## src/rtl/ramb16_arb_pkg.sv

```systemverilog
// Shared types for the RAMB16_S1 two-port arbiter: FSM states, read owner and read-return tag.
`default_nettype none

package ramb16_arb_pkg;
  localparam int RAM_DEPTH = 16384;
  localparam int ADDR_W    = 14;

  typedef enum logic [1:0] {
    INIT  = 2'd0,
    CLEAR = 2'd1,
    RUN   = 2'd2
  } state_t;

  typedef enum logic {
    OWN_A = 1'b0,
    OWN_B = 1'b1
  } owner_t;

  typedef struct packed {
    logic   valid;
    owner_t owner;
  } rd_tag_t;
endpackage

`default_nettype wire

```

## src/rtl/rr_arb2.sv

```systemverilog
// Two-way round-robin grant logic; the pointer names the port that wins a tie.
`default_nettype none

module rr_arb2
  import ramb16_arb_pkg::*;
(
  input  logic clk_i,
  input  logic rst_n_i,
  input  logic en_i,
  input  logic req_a_i,
  input  logic req_b_i,
  output logic gnt_a_o,
  output logic gnt_b_o
);

  owner_t ptr_q, ptr_d;

  assign gnt_a_o = en_i & req_a_i & (~req_b_i | (ptr_q == OWN_A));
  assign gnt_b_o = en_i & req_b_i & (~req_a_i | (ptr_q == OWN_B));

  always_comb begin
    ptr_d = ptr_q;
    if (gnt_a_o)      ptr_d = OWN_B;
    else if (gnt_b_o) ptr_d = OWN_A;
  end

  always_ff @(posedge clk_i or negedge rst_n_i) begin
    if (!rst_n_i) ptr_q <= OWN_A;
    else          ptr_q <= ptr_d;
  end

endmodule

`default_nettype wire

```

## src/rtl/ramb16_s1_arb.sv

```systemverilog
// Round-robin sharing of one 16K x 1 WRITE_FIRST block RAM between requesters A and B.
// Define RAMB16_S1_ARB_CLEAR_EN to fill the RAM with CLEAR_VAL after reset before granting.
`default_nettype none

module ramb16_s1_arb #(
  parameter int   ADDR_W    = 14,
  parameter logic CLEAR_VAL = 1'b0
) (
  input  logic              CLK,
  input  logic              RST_N,
  input  logic              A_REQ,
  input  logic              A_WE,
  input  logic [ADDR_W-1:0] A_ADDR,
  input  logic              A_DI,
  output logic              A_GNT,
  output logic              A_RVALID,
  output logic              A_RDATA,
  input  logic              B_REQ,
  input  logic              B_WE,
  input  logic [ADDR_W-1:0] B_ADDR,
  input  logic              B_DI,
  output logic              B_GNT,
  output logic              B_RVALID,
  output logic              B_RDATA,
  output logic              RAM_EN,
  output logic              RAM_WE,
  output logic [ADDR_W-1:0] RAM_ADDR,
  output logic              RAM_DI,
  output logic              RAM_SSR,
  input  logic              RAM_DO,
  output logic              READY
);
  import ramb16_arb_pkg::*;

  state_t            state_q, state_d;
  logic              ready_q, ready_d;
  logic              ram_en_q, ram_en_d;
  logic              ram_we_q, ram_we_d;
  logic              ram_di_q, ram_di_d;
  logic [ADDR_W-1:0] ram_addr_q, ram_addr_d;
  rd_tag_t           tag0_q, tag0_d, tag1_q;
  logic              a_rdata_q, b_rdata_q;
  logic              clr_done;

`ifdef RAMB16_S1_ARB_CLEAR_EN
  logic [ADDR_W-1:0] clr_cnt_q;

  always_ff @(posedge CLK or negedge RST_N) begin
    if (!RST_N)                 clr_cnt_q <= '0;
    else if (state_q == CLEAR)  clr_cnt_q <= clr_cnt_q + ADDR_W'(1);
  end

  assign clr_done = (clr_cnt_q == ADDR_W'(RAM_DEPTH - 1));
`else
  logic unused_clear_val;
  assign unused_clear_val = CLEAR_VAL;
  assign clr_done         = 1'b1;
`endif

  // Grants only open once READY is visible, so no grant can precede READY.
  rr_arb2 u_arb (
    .clk_i   (CLK),
    .rst_n_i (RST_N),
    .en_i    (ready_q),
    .req_a_i (A_REQ),
    .req_b_i (B_REQ),
    .gnt_a_o (A_GNT),
    .gnt_b_o (B_GNT)
  );

  always_ff @(posedge CLK or negedge RST_N) begin
    if (!RST_N) state_q <= INIT;
    else        state_q <= state_d;
  end

  always_comb begin
    state_d = state_q;
    case (state_q)
`ifdef RAMB16_S1_ARB_CLEAR_EN
      INIT:    state_d = CLEAR;
`else
      INIT:    state_d = RUN;
`endif
      CLEAR:   if (clr_done) state_d = RUN;
      RUN:     state_d = RUN;
      default: state_d = INIT;
    endcase
  end

  always_comb begin
    ready_d      = (state_q == RUN);
    ram_en_d     = 1'b0;
    ram_we_d     = 1'b0;
    ram_addr_d   = ram_addr_q;
    ram_di_d     = ram_di_q;
    tag0_d.valid = 1'b0;
    tag0_d.owner = OWN_A;
`ifdef RAMB16_S1_ARB_CLEAR_EN
    if (state_q == CLEAR) begin
      ram_en_d   = 1'b1;
      ram_we_d   = 1'b1;
      ram_addr_d = clr_cnt_q;
      ram_di_d   = CLEAR_VAL;
    end else
`endif
    if (A_GNT) begin
      ram_en_d     = 1'b1;
      ram_we_d     = A_WE;
      ram_addr_d   = A_ADDR;
      ram_di_d     = A_DI;
      tag0_d.valid = ~A_WE;
      tag0_d.owner = OWN_A;
    end else if (B_GNT) begin
      ram_en_d     = 1'b1;
      ram_we_d     = B_WE;
      ram_addr_d   = B_ADDR;
      ram_di_d     = B_DI;
      tag0_d.valid = ~B_WE;
      tag0_d.owner = OWN_B;
    end
  end

  always_ff @(posedge CLK or negedge RST_N) begin
    if (!RST_N) begin
      ready_q    <= 1'b0;
      ram_en_q   <= 1'b0;
      ram_we_q   <= 1'b0;
      ram_addr_q <= '0;
      ram_di_q   <= 1'b0;
      tag0_q     <= '0;
      tag1_q     <= '0;
      a_rdata_q  <= 1'b0;
      b_rdata_q  <= 1'b0;
    end else begin
      ready_q    <= ready_d;
      ram_en_q   <= ram_en_d;
      ram_we_q   <= ram_we_d;
      ram_addr_q <= ram_addr_d;
      ram_di_q   <= ram_di_d;
      tag0_q     <= tag0_d;
      tag1_q     <= tag0_q;
      a_rdata_q  <= A_RDATA;
      b_rdata_q  <= B_RDATA;
    end
  end

  // RAM_DO is valid the cycle after the RAM samples its pins, i.e. when the tag reaches stage 1.
  assign A_RVALID = tag1_q.valid & (tag1_q.owner == OWN_A);
  assign B_RVALID = tag1_q.valid & (tag1_q.owner == OWN_B);
  assign A_RDATA  = A_RVALID ? RAM_DO : a_rdata_q;
  assign B_RDATA  = B_RVALID ? RAM_DO : b_rdata_q;

  assign RAM_EN   = ram_en_q;
  assign RAM_WE   = ram_we_q;
  assign RAM_ADDR = ram_addr_q;
  assign RAM_DI   = ram_di_q;
  assign RAM_SSR  = 1'b0;
  assign READY    = ready_q;

endmodule

`default_nettype wire
```

## config.mk

```make
export PLATFORM = sky130hd
export DESIGN_NAME = ramb16_s1_arb
export DESIGN_NICKNAME = d
export VERILOG_FILES = /design/src/rtl/ramb16_arb_pkg.sv /design/src/rtl/rr_arb2.sv /design/src/rtl/ramb16_s1_arb.sv
export SDC_FILE = /design/constraint.sdc
export NUM_CORES = 1
export LEC_CHECK = 0
export BUFFER_PORTS_ARGS = -buffer_cell sky130_fd_sc_hd__clkbuf_2
export CORE_UTILIZATION = 40
export CTS_BUF_LIST = sky130_fd_sc_hd__clkbuf_4 sky130_fd_sc_hd__clkbuf_8
export DETAILED_ROUTE_END_ITERATION = 10
export GPL_TIMING_DRIVEN = 1
export PLACE_DENSITY = 0.71
export SYNTH_ARGS = -nofsm -noshare
export SYNTH_HDL_FRONTEND = slang
export SYNTH_HIERARCHICAL = 1
export SYNTH_SLANG_ARGS = --single-unit
```

## constraint.sdc

```tcl
create_clock -name CLK -period 2.2 [get_ports CLK]
set_input_delay 0.22 -clock CLK [delete_from_list [all_inputs] [get_ports CLK]]
set_output_delay 0.22 -clock CLK [all_outputs]
set_load 0.05 [all_outputs]
```

Word level (Yosys, flattened, before mapping)
Index checks and enable logic that the tools add are counted.
- flip-flop bits (word level): 27
- input port bits: 37
- output and inout port bits: 25
- word-level logic and storage cells: 47
- eq/ne operators: 2
- mux-type cells: 15
- bitwise logic cells: 14
- reductions and logical operators: 3
- operators with widths (operator ; count):
    14-bit 2-to-1 mux ; 2
    1-bit 2-to-1 mux ; 10
    1-bit AND ; 6
    2-bit 2-to-1 mux ; 3
    1-bit inverter ; 6
    3-bit OR reduction ; 1
    2-bit by 1-bit equality test with 1-bit output, second input constant ; 1
    2-bit equality test, second input constant ; 1
    2-bit zero test ; 1
    1-bit bitwise OR ; 2
    2-bit nonzero test ; 1

Depth between registers and ports, before layout
Gate-level depths: netlist of the first run.
- depth in word-level cells: 5
- gate-level depth with buffers: 6
- gate-level depth less buffers: 4

By module
Netlist of the first run, hierarchy kept.
- modules (own cells, without submodules) (module ; instances ; cells each ; area an instance (um^2) ; sequential area each (um^2)):
    ramb16_s1_arb ; 1 ; 88 ; 1047.3 ; 625.6
    rr_arb2 ; 1 ; 8 ; 61.3 ; 25.0

Worst setup path after synthesis of the first run
OpenSTA, ideal clock, no wires.
- kind: register to register
- from: reg ready_q, in the netlist READY
- to: reg ram_addr_q[0], in the netlist RAM_ADDR[0]
- library setup time: 0.128 ns
- data arrival time: 2.234 ns
- data required time: 2.072 ns
- setup slack: -0.162 ns
- cell stages (with the launch flop): 5
- buffers on the path: 1
- clock period less this slack: 2.362 ns
- path through: dfrtp_1 > nand2_1 > a21oi_1 > buf_2 > o21ai_0
- word-level cells in the longest chain between the ends: 3
- elaborated cells between the ends (all ways): 6
- classes of those cells: 1 x mux; 4 x bitwise; 1 x reduce/logical
- RTL lines (what ; line ; source):
    start: declaration ; ramb16_s1_arb.sv:36 ; logic ready_q, ready_d;
    start signal: assignment ; ramb16_s1_arb.sv:135 ; ready_q <= ready_d;
    1-bit AND * (2 in a row) ; rr_arb2.sv:18 ; assign gnt_a_o = en_i & req_a_i & (~req_b_i | (ptr_q == OWN_A));
    via A_GNT ; ramb16_s1_arb.sv:15 ; output logic A_GNT,
    14-bit 2-to-1 mux / 2-bit nonzero test (equally long branches) ; n/a ;
    end signal: assignment ; ramb16_s1_arb.sv:138 ; ram_addr_q <= ram_addr_d;
    end: declaration ; ramb16_s1_arb.sv:40 ; logic [ADDR_W-1:0] ram_addr_q, ram_addr_d;
The timed path passes the listed nets; every way through them passes the cells marked *.
A chain may end at the register's enable or synchronous reset.

Worst setup path in the final report of the first run
- from: reg tag1_q[0] (netlist name)
- to: out A_RDATA
- word-level cells in the longest chain between the ends: 3
- RTL lines (what ; line ; source):
    start: declaration ; ramb16_s1_arb.sv:41 ; rd_tag_t tag0_q, tag0_d, tag1_q;
    start signal: assignment ; ramb16_s1_arb.sv:141 ; tag1_q <= tag0_q;
    1-bit inverter ; ramb16_s1_arb.sv:148 ; assign A_RVALID = tag1_q.valid & (tag1_q.owner == OWN_A);
    1-bit AND ; ramb16_s1_arb.sv:148 ;
    1-bit 2-to-1 mux ; ramb16_s1_arb.sv:150 ; assign A_RDATA = A_RVALID ? RAM_DO : a_rdata_q;
    end: declaration ; ramb16_s1_arb.sv:17 ; output logic A_RDATA,
Every way passes these cells.

==> results of run 1 <==
## synth_stat cells
cell type | count | area, um^2
a21oi_1 | 2 | 10.01
a21oi_2 | 1 | 8.760
a22o_1 | 2 | 17.52
and2_2 | 1 | 7.510
and2b_2 | 1 | 8.760
and3_1 | 1 | 6.260
buf_12 | 1 | 20.02
buf_2 | 3 | 15.01
buf_4 | 1 | 7.510
buf_6 | 1 | 11.26
conb_1 | 2 | 7.510
dfrtp_1 | 26 | 650.6
inv_1 | 3 | 11.26
mux2_2 | 2 | 22.52
mux2i_1 | 15 | 150.1
nand2_1 | 17 | 63.81
nor2b_2 | 1 | 8.760
o21ai_0 | 6 | 30.03
o21ai_1 | 9 | 45.04
or2_2 | 1 | 6.260
## report_power, final
| group | switching (mW) | total [mW] | internal (mW) |
|---|---|---|---|
| Combinational | 0.404 | 0.544 | 0.140 |
| Sequential | 0.0420 | 0.603 | 0.561 |
| Clock | 0.138 | 0.322 | 0.184 |
## through the flow
stage | total power [mW] | worst slack (ns) | std cells
after detailed placement | 1.163 | 0.8193 | 182
after global placement | 1.151 | 0.8636 | 182
final | 1.470 | 0.4694 | 187
after floorplan | 1.022 | 0.2114 | 96
after CTS | 1.489 | 0.4394 | 187
after global routing | 1.552 | 0.3638 | 187
## layout make-up
class | count | area, um^2
clock buffers | 3 | 22.52
clock inverters | 1 | 30.03
fillers | 236 | 1067
inverters | 3 | 11.26
multi-input cells | 61 | 400.4
flip-flops and latches | 26 | 650.6
well taps | 30 | 37.54
repair buffers | 63 | 325.3
## registers in the layout (all words and copies together) (netlist names)
register and flops:
RAM_ADDR 14, RAM_DI 1, RAM_EN 1, RAM_WE 1, READY 1, a_rdata_q 1, b_rdata_q 1, state_q 1
tag0_q 2, tag1_q 2, u_arb/ptr_q 1
## kinds of logic (layout without fill, tap and decap cells)
| kind of cell | after synthesis | count (layout) | synth area share, % |
|---|---|---|---|
| DFF | 26 | 26 | 58.69 |
| other | 2 | 2 | 0.6775 |
| AOI/OAI and AO/OA | 20 | 20 | 10.05 |
| buffers and inverters | 9 | 70 | 5.869 |
| and+or+nand+nor | 22 | 22 | 9.143 |
| muxes | 17 | 17 | 15.58 |
## timing repair
item | in CTS | in global routing
setup endpoints to repair | 0 | 0
hold buffers | 1 | 0
hold endpoints to repair | 26 | 0
buffers inserted | 0 | 0
## per-layer routing
layer	global-route usage, %	vias to the layer above	part of all wire, %
li1	-	437	-
met1	17.32	400	39
met2	26.51	32	53
met3	5.278	2	7.2
met4	3.846	0	0.57
met5	0	-	0
## critical path, cell delays in order (launching register included)
cell and delay, ns:
dfrtp_1 0.40, and2b_2 0.22, mux2_2 0.34, clkbuf_2 0.24
## final timing paths
kind | to | slack (ns) | start
worst max-delay path | A_RDATA | 0.47 | tag1_q[0]$_DFF_PN0_
worst min-delay path | RAM_ADDR[11]$_DFFE_PN0P_ | 0.09 | A_ADDR[11]
worst max register to register | RAM_WE$_DFF_PN0_ | 0.84 | u_arb/ptr_q$_DFFE_PN0P_
worst min register to register | READY$_DFF_PN0_ | 0.36 | state_q[1]$_DFF_PN0_
max in group asynchronous | RAM_ADDR[0]$_DFFE_PN0P_ | 1.37 | RST_N
min in group asynchronous | tag1_q[1]$_DFF_PN0_ | 0.44 | RST_N
==> impl_metrics.py, run 1 <==
metrics = {
    "sta": {
        "hold_ws_ns": 0.09447,
        "slew_violations": 0,
        "fmax_mhz": 577.8,
        "rsz0062_at_grt": "no",
        "setup_tns_ns": 0,
        "maxSlewHeadroom_pct": 59.33,
        "hold_viol_final": 0,
        "tightest_slew_ns": 0.6100,
        "min_period_ns": 1.731,
        "fin_skew_ns": 0.001384,
        "period_share_pct": 78.66,
        "setup_viol": 0,
    },
    "clocking": {
        "cts.clk_slew.worst_paths_ns": 0.14,
        "cts_buffer_depth": 2,
        "cts_tree": "built",
        "htreeDepth": 1,
        "clkLatencyLatePin_ns": 0.31,
        "cts_sinks": 26,
        "postCtsResizedCells": 0,
        "cts_root_buffer": "clkbuf_4",
        "numCtsBuffers": 3,
    },
    "die": {
        "fp.dieArea_um2": 2986,
        "fp.dieH_um": 54.65,
        "core_um2": 2545,
        "ios": 62,
        "initial_utilization_pct": 43.56,
        "rows": 18,
        "die-width_um": 54.65,
    },
    "placed_design": {
        "dp_hpwl_um": 1596,
        "gp_congestion": 0.6737,
        "placed_area_um2": 1415,
        "portBuffers": 60,
    },
    "power": {
        "p_leak_nw": 0.7705,
        "ir_drop_mv": 0.9706,
        "power_per_cell_area_nw_per_um2": 994.6,
    },
    "cells_and_area": {
        "utilization_pct": 58.06,
        "syn_to_final_growth_pct": 33.30,
        "final_cell_mix": "60 x clkbuf_2, 26 x dfrtp_1, 17 x nand2_1",
        "num_antenna_cells": 0,
        "drive_above_1_share_pct": 47.77,
        "design_area_um2": 1478,
        "nNetsFinal": 195,
        "layout_commonest_cell": "clkbuf_2",
    },
    "critical_path": {
        "cp-start-kind": "flip-flop",
        "reg2reg_depth": 5,
        "crit_required_ns": 1.98,
        "path_class": "flip-flop to output port",
        "end_kind": "output port",
        "crit_arrival_ns": 1.51,
        "crit_path_max_fanout": 2,
    },
    "worst_hold_path": {
        "hold_path_class": "primary input to flip-flop",
        "whs_path_depth": 3,
    },
    "detailed_routing": {
        "drt_iter0_drc": 3,
        "antenna_left": 0,
        "via_count": 871,
        "vias_per_cell": 4.658,
        "route.detailed.drc": 0,
        "avgRoutedWirePerCell_um": 11.25,
        "wirelength_um": 2103,
        "firstDrtPassIters": 4,
    },
    "global_route": {
        "antenna_found_initial": 0,
        "grt_max_degree": 35,
        "gr-usage-all-layers_pct": 15.15,
        "grt_pass1_wl_um": 3180,
        "grt_pass1_vias": 749,
        "grt_overflow": 0,
    },
    "yosys": {
        "synth_seq_cells": 26,
        "syn_inst": 96,
        "ys.warnings.count": 6,
        "mappedNetlistNets": 133,
        "synth_cell_types": 20,
        "syn-mean-instance-area_um2": 11.55,
        "yosysSeqAreaShare_pct": 58.69,
        "synth_area_um2": 1109,
    },
    "outcome": {
        "status": "finished clean",
    },
    "run": {
        "drv_cap": 0,
    },
}
Power figures use the tool's default switching activity.
==> run 2, diff against run 1 <==
Settings changed: ABC_AREA set to 1.
Clock period 2.2 ns to 1.7 ns, I/O delays scaled along.
==> run 2 against run 1 <==
Net effect:
- design area up 1.7%
- critical path depth unchanged
- largest cell class unchanged
- clock power up 29%
- sequential cell count unchanged
- synthesized cell count up 30%
- critical path type unchanged
- cell count up 16%
- clock-buffer cell count unchanged
- global-route usage up 2.5 points
- setup slack worse by 0.38 ns
==> impl_metrics.py, run 2 <==
metrics = {
    "critical_path": {
        "ff2ff_setup_slack_ns": 0.29,
        "worstReg2RegEnd": "RAM_WE$_DFF_PN0_",
        "crit_arrival_ns": 1.44,
        "path_class": "flip-flop to output port",
        "crit_required_ns": 1.53,
        "endpoint": "B_GNT",
        "critPathLaunch": "READY$_DFF_PN0_",
        "reg2reg_depth": 8,
        "end_kind": "output port",
        "cp-start-kind": "flip-flop",
        "timing.rr.start": "READY$_DFF_PN0_",
        "crit_path_max_fanout": 7,
    },
    "cells_and_area": {
        "nNetsFinal": 224,
        "nFillCells": 245,
        "drive_above_1_share_pct": 39.25,
        "multi_input_area_um2": 385.4,
        "finalNonFillerCells": 216,
        "num_antenna_cells": 0,
        "utilization_pct": 58.53,
        "syn_to_final_growth_pct": 33.89,
        "ff_latch_area_um2": 651.9,
        "largest_register_ffs": 14,
        "final_cell_mix": "59 x clkbuf_2, 44 x nand2_1, 31 x nand3_1",
        "layout_commonest_cell": "clkbuf_2",
    },
    "global_route": {
        "gr-usage-all-layers_pct": 17.68,
        "grt_max_degree": 27,
        "grt_pass1_wl_um": 3629,
        "antenna_found_initial": 0,
        "grtUsageMet2_pct": 27.91,
        "grt.busiest_layer": "met2",
        "grt_overflow": 0,
        "met3_usage_pct": 6.284,
        "grtUsageMet1_pct": 22.40,
        "grt_pass1_vias": 810,
    },
    "sta": {
        "fmax_mhz": 621.1,
        "period_share_pct": 94.70,
        "maxSlewHeadroom_pct": 58.61,
        "min_period_ns": 1.610,
        "setup_viol": 0,
        "setup_tns_ns": 0,
        "slew_violations": 0,
        "rsz0062_at_grt": "no",
        "hold_ws_ns": 0.03130,
        "fin_skew_ns": 0.002886,
        "hold_viol_final": 0,
        "tightest_slew_ns": 0.6208,
    },
    "detailed_routing": {
        "wirelength_um": 2443,
        "avgRoutedWirePerCell_um": 11.31,
        "via_count": 1023,
        "drt_iter0_drc": 19,
        "antenna_left": 0,
        "firstDrtPassIters": 4,
        "vias_per_cell": 4.736,
        "route.detailed.drc": 0,
    },
    "yosys": {
        "syn-mean-instance-area_um2": 8.979,
        "synth_cell_types": 12,
        "synthTopCellsByCount": "44 x nand2_1, 31 x nand3_1, 26 x dfrtp_1",
        "synth_seq_cells": 26,
        "yosys.cell_count.top_type": "nand2_1",
        "synth_area_leader_cell": "dfrtp_1",
        "synth_top_cell_area_share_pct": 57.97,
        "ys.warnings.count": 6,
        "ys_async_sr_fraction_pct": 100.0,
        "synth_area_um2": 1122,
        "synthFlopType": "dfrtp_1",
        "ys_top_cells_by_area": "dfrtp_1 58%, nand2_1 15%, nand3_1 14%, buf_6 3.0%, buf_4 2.7%",
        "synth_edf_count": 0,
        "yosysSeqAreaShare_pct": 57.97,
        "mappedNetlistNets": 162,
        "syn_inst": 125,
    },
    "die": {
        "ios": 62,
        "core_um2": 2567,
        "fp.dieArea_um2": 3022,
        "die-width_um": 54.97,
        "rows": 18,
        "fp.dieH_um": 54.97,
        "initial_utilization_pct": 43.71,
    },
    "placed_design": {
        "gp_congestion": 0.7108,
        "dp.cells": 210,
        "portBuffers": 60,
        "dp_hpwl_um": 1894,
    },
    "clocking": {
        "cts_sinks": 26,
        "cts_root_buffer": "clkbuf_4",
        "cts.clk_slew.worst_paths_ns": 0.13,
        "numCtsBuffers": 3,
        "clkLatencyLatePin_ns": 0.32,
        "cts_tree": "built",
        "htreeDepth": 1,
        "cts_buffer_depth": 2,
    },
    "power": {
        "p_switching_uw": 729.5,
        "combPwrFrac_pct": 35.6,
        "p_sw_share_pct": 39.70,
        "p_seq_share_pct": 41.8,
        "power.total_mw": 1.838,
        "p_leak_nw": 0.8550,
        "p_int_mw": 1.108,
        "ir_drop_mv": 1.206,
        "power_per_cell_area_nw_per_um2": 1223,
        "clkPwrFrac_pct": 22.6,
    },
    "outcome": {
        "status": "finished clean",
    },
    "worst_hold_path": {
        "hold_path_class": "primary input to flip-flop",
    },
    "run": {
        "drv_cap": 0,
    },
}
run 2: power by group through the flow:
stage / sequential, mW / combinational, mW / clock, mW
after floorplan: 1.03 / 0.231 / 0
after global placement: 0.775 / 0.648 / 0
after detailed placement: 0.779 / 0.655 / 0
after CTS: 0.768 / 0.662 / 0.432
after global routing: 0.778 / 0.709 / 0.457
final: 0.768 / 0.655 / 0.415
run 2: timing repair:
| action | in CTS | in global routing |
|---|---|---|
| endpoints found under the hold margin | 26 | 0 |
| setup buffers | 1 | 0 |
| hold buffers | 1 | 0 |
| endpoints found under the setup margin | 1 | 0 |
| gates resized for setup | 2 | 0 |
run 2: per-layer routing:
| layer | vias up | wire length (um) |
|---|---|---|
| li1 | 515 | - |
| met1 | 459 | 1030 |
| met2 | 47 | 1172 |
| met3 | 2 | 221 |
| met4 | 0 | 19 |
| met5 | - | 0 |
run 2: through the flow:
stage,cell area (um^2),setup WS [ns]
CTS,1503,0.07709
global placement,1426,0.3550
global route,1503,0.02032
floorplan,1137,0.02590
finish,1503,0.09005
detailed placement,1426,0.2902
run 2: how the worst min path moves through the flow:
| stage | from | to | slack (ns) | depth (start not counted) |
|---|---|---|---|---|
| after CTS | A_WE | tag0_q[1]$_DFF_PN0_ | 0.01 | 2 |
| after global placement | RST_N | a_rdata_q$_DFF_PN0_ | 0.21 | 1 |
| after detailed placement | RST_N | b_rdata_q$_DFF_PN0_ | 0.22 | 1 |
| after global routing | A_WE | tag0_q[1]$_DFF_PN0_ | 0.01 | 2 |
| after floorplan | RST_N | RAM_ADDR[0]$_DFFE_PN0P_ | -0.13 | 0 |
| final | A_WE | tag0_q[1]$_DFF_PN0_ | 0.03 | 2 |
run 2: logic make-up (layout without fill, tap and decap cells):
group           count (synthesis)  after routing  synth area share, %
flops                          26             26                57.97
compound gates                  4              4                1.783
simple gates                   77             77                30.66
buf+inv                        16             77                8.919
other cells                     2              2               0.6691
run 2: layout make-up:
type,count,share of cell area [%]
Clock buffer,3,1.499
Clock inverter,1,1.998
Inverter,9,2.664
Multi-Input combinational cell,83,25.65
Sequential cell,26,43.38
Tap cell,30,2.498
Timing Repair Buffer,64,22.31
run 2: critical path, stage by stage (launching register included):
cell      delay [ns]
dfrtp_2         0.39
nand2_1         0.10
a21oi_4         0.29
clkbuf_2        0.34
==> run 3, diff against run 2 <==
--- a/config.mk
+++ b/config.mk
@@ -9,2 +9,3 @@
 export BUFFER_PORTS_ARGS = -buffer_cell sky130_fd_sc_hd__clkbuf_2
+export CORE_MARGIN = 2
 export CORE_UTILIZATION = 40
--- a/constraint.sdc
+++ b/constraint.sdc
@@ -3,2 +3,2 @@
 set_output_delay 0.17 -clock CLK [all_outputs]
-set_load 0.05 [all_outputs]
+set_load 0.01 [all_outputs]
==> run 3 against run 2 <==
Net effect:
- power shrank 22%
- sequential share of layout area is essentially flat
- design area is essentially flat
- global-route usage shrank 1.8 points
- cell count grew 1.4%
- via count grew 2.2%
- core utilization shrank 3.1 points
- combinational power shrank 44%
- setup slack gained 0.22 ns
- non-clock buffer count grew 2
- critical path depth grew 2
- critical endpoint is now A_GNT
- highest routed layer unchanged
==> impl_metrics.py, run 3 (synthesis results as in run 2) <==
metrics = {
    "outcome": {
        "status": "finished clean",
    },
    "critical_path": {
        "reg2reg_depth": 8,
        "critPathMaxStageDelay_ns": 0.42,
        "crit_required_ns": 1.53,
        "worstReg2RegEnd": "RAM_WE$_DFF_PN0_",
        "path_delay_family": "flip-flops",
        "crit_path_max_fanout": 3,
        "crit_chain": "nand2_1 -> inv_1 -> nand2_1 -> clkinvlp_4 -> clkbuf_2",
        "cp_common_cell": "nand2_1",
        "end_kind": "output port",
        "cp-start-kind": "flip-flop",
        "cpMaxStageDelayCell": "dfrtp_1",
        "path_class": "flip-flop to output port",
        "crit_arrival_ns": 1.22,
        "ff2ff_setup_slack_ns": 0.32,
        "timing.rr.start": "READY$_DFF_PN0_",
        "path_buf_inv": 3,
    },
    "sta": {
        "setup_tns_ns": 0,
        "tightest_slew_ns": 0.6204,
        "min_period_ns": 1.391,
        "rsz0062_at_grt": "no",
        "fmax_mhz": 718.7,
        "period_share_pct": 81.85,
        "setup_ws_ns": 0.3086,
        "hold_viol_final": 0,
        "hold_ws_ns": 0.04963,
        "setup_viol": 0,
        "fin_skew_ns": 0.003363,
        "maxSlewHeadroom_pct": 58.64,
        "slew_violations": 0,
    },
    "detailed_routing": {
        "wirelength_um": 2577,
        "firstDrtPassIters": 4,
        "via_count": 1045,
        "antenna_left": 0,
        "drt_iter0_drc": 32,
        "avgRoutedWirePerCell_um": 11.77,
        "route.detailed.drc": 0,
        "vias_per_cell": 4.772,
    },
    "clocking": {
        "numCtsBuffers": 3,
        "cts_buffer_depth": 2,
        "clkLatencyLatePin_ns": 0.32,
        "cts_tree": "built",
        "htreeDepth": 1,
        "cts_sinks": 26,
        "cts_root_buffer": "clkbuf_4",
        "cts.clk_slew.worst_paths_ns": 0.13,
    },
    "cells_and_area": {
        "drive_above_1_share_pct": 38.83,
        "ff_latch_area_um2": 650.6,
        "final_cell_mix": "60 x clkbuf_2, 44 x nand2_1, 31 x nand3_1",
        "nNetsFinal": 226,
        "syn_to_final_growth_pct": 33.78,
        "largest_register_ffs": 14,
        "multi_input_area_um2": 375.4,
        "num_antenna_cells": 0,
        "layout_commonest_cell": "clkbuf_2",
        "nFillCells": 268,
    },
    "global_route": {
        "grt_pass1_vias": 971,
        "gr-usage-all-layers_pct": 15.85,
        "grt_overflow": 0,
        "grt_pass1_wl_um": 4057,
        "grt_max_degree": 27,
        "antenna_found_initial": 0,
    },
    "power": {
        "power_per_cell_area_nw_per_um2": 959.2,
        "ir_drop_mv": 0.5257,
        "p_int_mw": 1.006,
        "p_sw_share_pct": 30.15,
        "power.total_mw": 1.440,
        "p_leak_nw": 0.8616,
        "p_switching_uw": 434.2,
        "combPwrFrac_pct": 25.4,
        "p_seq_share_pct": 53.0,
        "clkPwrFrac_pct": 21.6,
    },
    "worst_hold_path": {
        "holdCritStartpoint": "A_ADDR[9]",
        "hold_path_class": "primary input to flip-flop",
        "whs_path_depth": 3,
        "hold_path_end": "RAM_ADDR[9]$_DFFE_PN0P_",
    },
    "die": {
        "rows": 19,
        "core_um2": 2710,
        "fp.dieH_um": 56.97,
        "die-width_um": 56.97,
        "initial_utilization_pct": 41.41,
        "fp.dieArea_um2": 3246,
        "ios": 62,
    },
    "placed_design": {
        "portBuffers": 60,
        "dp_slack_ns": 0.2813,
        "gp_congestion": 0.7000,
        "dp_hpwl_um": 1959,
    },
    "run": {
        "drv_cap": 0,
    },
}
[run 3: cell count changes in the layout (fill, tap and decap cells not counted), sizes merged]
cell    before  now
buf          3    5
bufinv       1    0
clkbuf      63   64
[run 3: cell type report]
cell class	count	share of cell area, %
flip-flops and latches	26	43.33
inverters	9	2.667
clock buffers	4	2.417
repair buffers	66	24.00
well taps	31	2.583
multi-input cells	83	25.00
[run 3: per-stage QoR]
step	std cells	utilization (%)	instance area [um^2]
2_1_floorplan	125	-	1122
3_3_place_gp	211	52.26	1416
3_5_place_dp	211	52.26	1416
4_1_cts	216	53.97	1463
5_1_grt	219	55.40	1501
6_report	219	55.40	1501
[run 3: repair_timing]
item	4_1_cts	5_1_grt
hold buffers	1	0
gates resized for setup	0	1
setup buffers	0	3
endpoints found under the setup margin	0	1
hold endpoints to repair	26	0
[run 3: power groups by stage]
| stage | clock [mW] | combinational, mW | sequential, mW |
|---|---|---|---|
| 2_1_floorplan | 0 | 0.159 | 0.807 |
| 3_3_place_gp | 0 | 0.349 | 0.773 |
| 3_5_place_dp | 0 | 0.358 | 0.776 |
| 4_1_cts | 0.319 | 0.360 | 0.763 |
| 5_1_grt | 0.343 | 0.410 | 0.774 |
| 6_report | 0.311 | 0.366 | 0.763 |
[run 3: worst min-delay path, delay by kind of cell]
kind | cells | cell delay [ns]
AND/OR/NAND/NOR | 2 | 0.10
buffers and inverters | 1 | 0.07
[run 3: routing by layer]
layer	track usage (%)	share of wire (%)	up-vias
li1	-	-	525
met1	18.84	39	480
met2	28.41	53	35
met3	2.268	6.7	5
met4	6.977	1.7	0
met5	0	0	-
[run 3: how the worst max path moves through the flow]
stage	startpoint	end	slack [ns]	depth (start not counted)
detailed placement	READY$_DFF_PN0_	tag0_q[1]$_DFF_PN0_	0.28	7
global placement	u_arb/ptr_q$_DFFE_PN0P_	RAM_WE$_DFF_PN0_	0.36	6
CTS	READY$_DFF_PN0_	A_GNT	0.02	5
global route	READY$_DFF_PN0_	RAM_WE$_DFF_PN0_	0.23	8
finish	READY$_DFF_PN0_	A_GNT	0.31	5
floorplan	READY$_DFF_PN0_	RAM_ADDR[4]$_DFFE_PN0P_	0.36	7
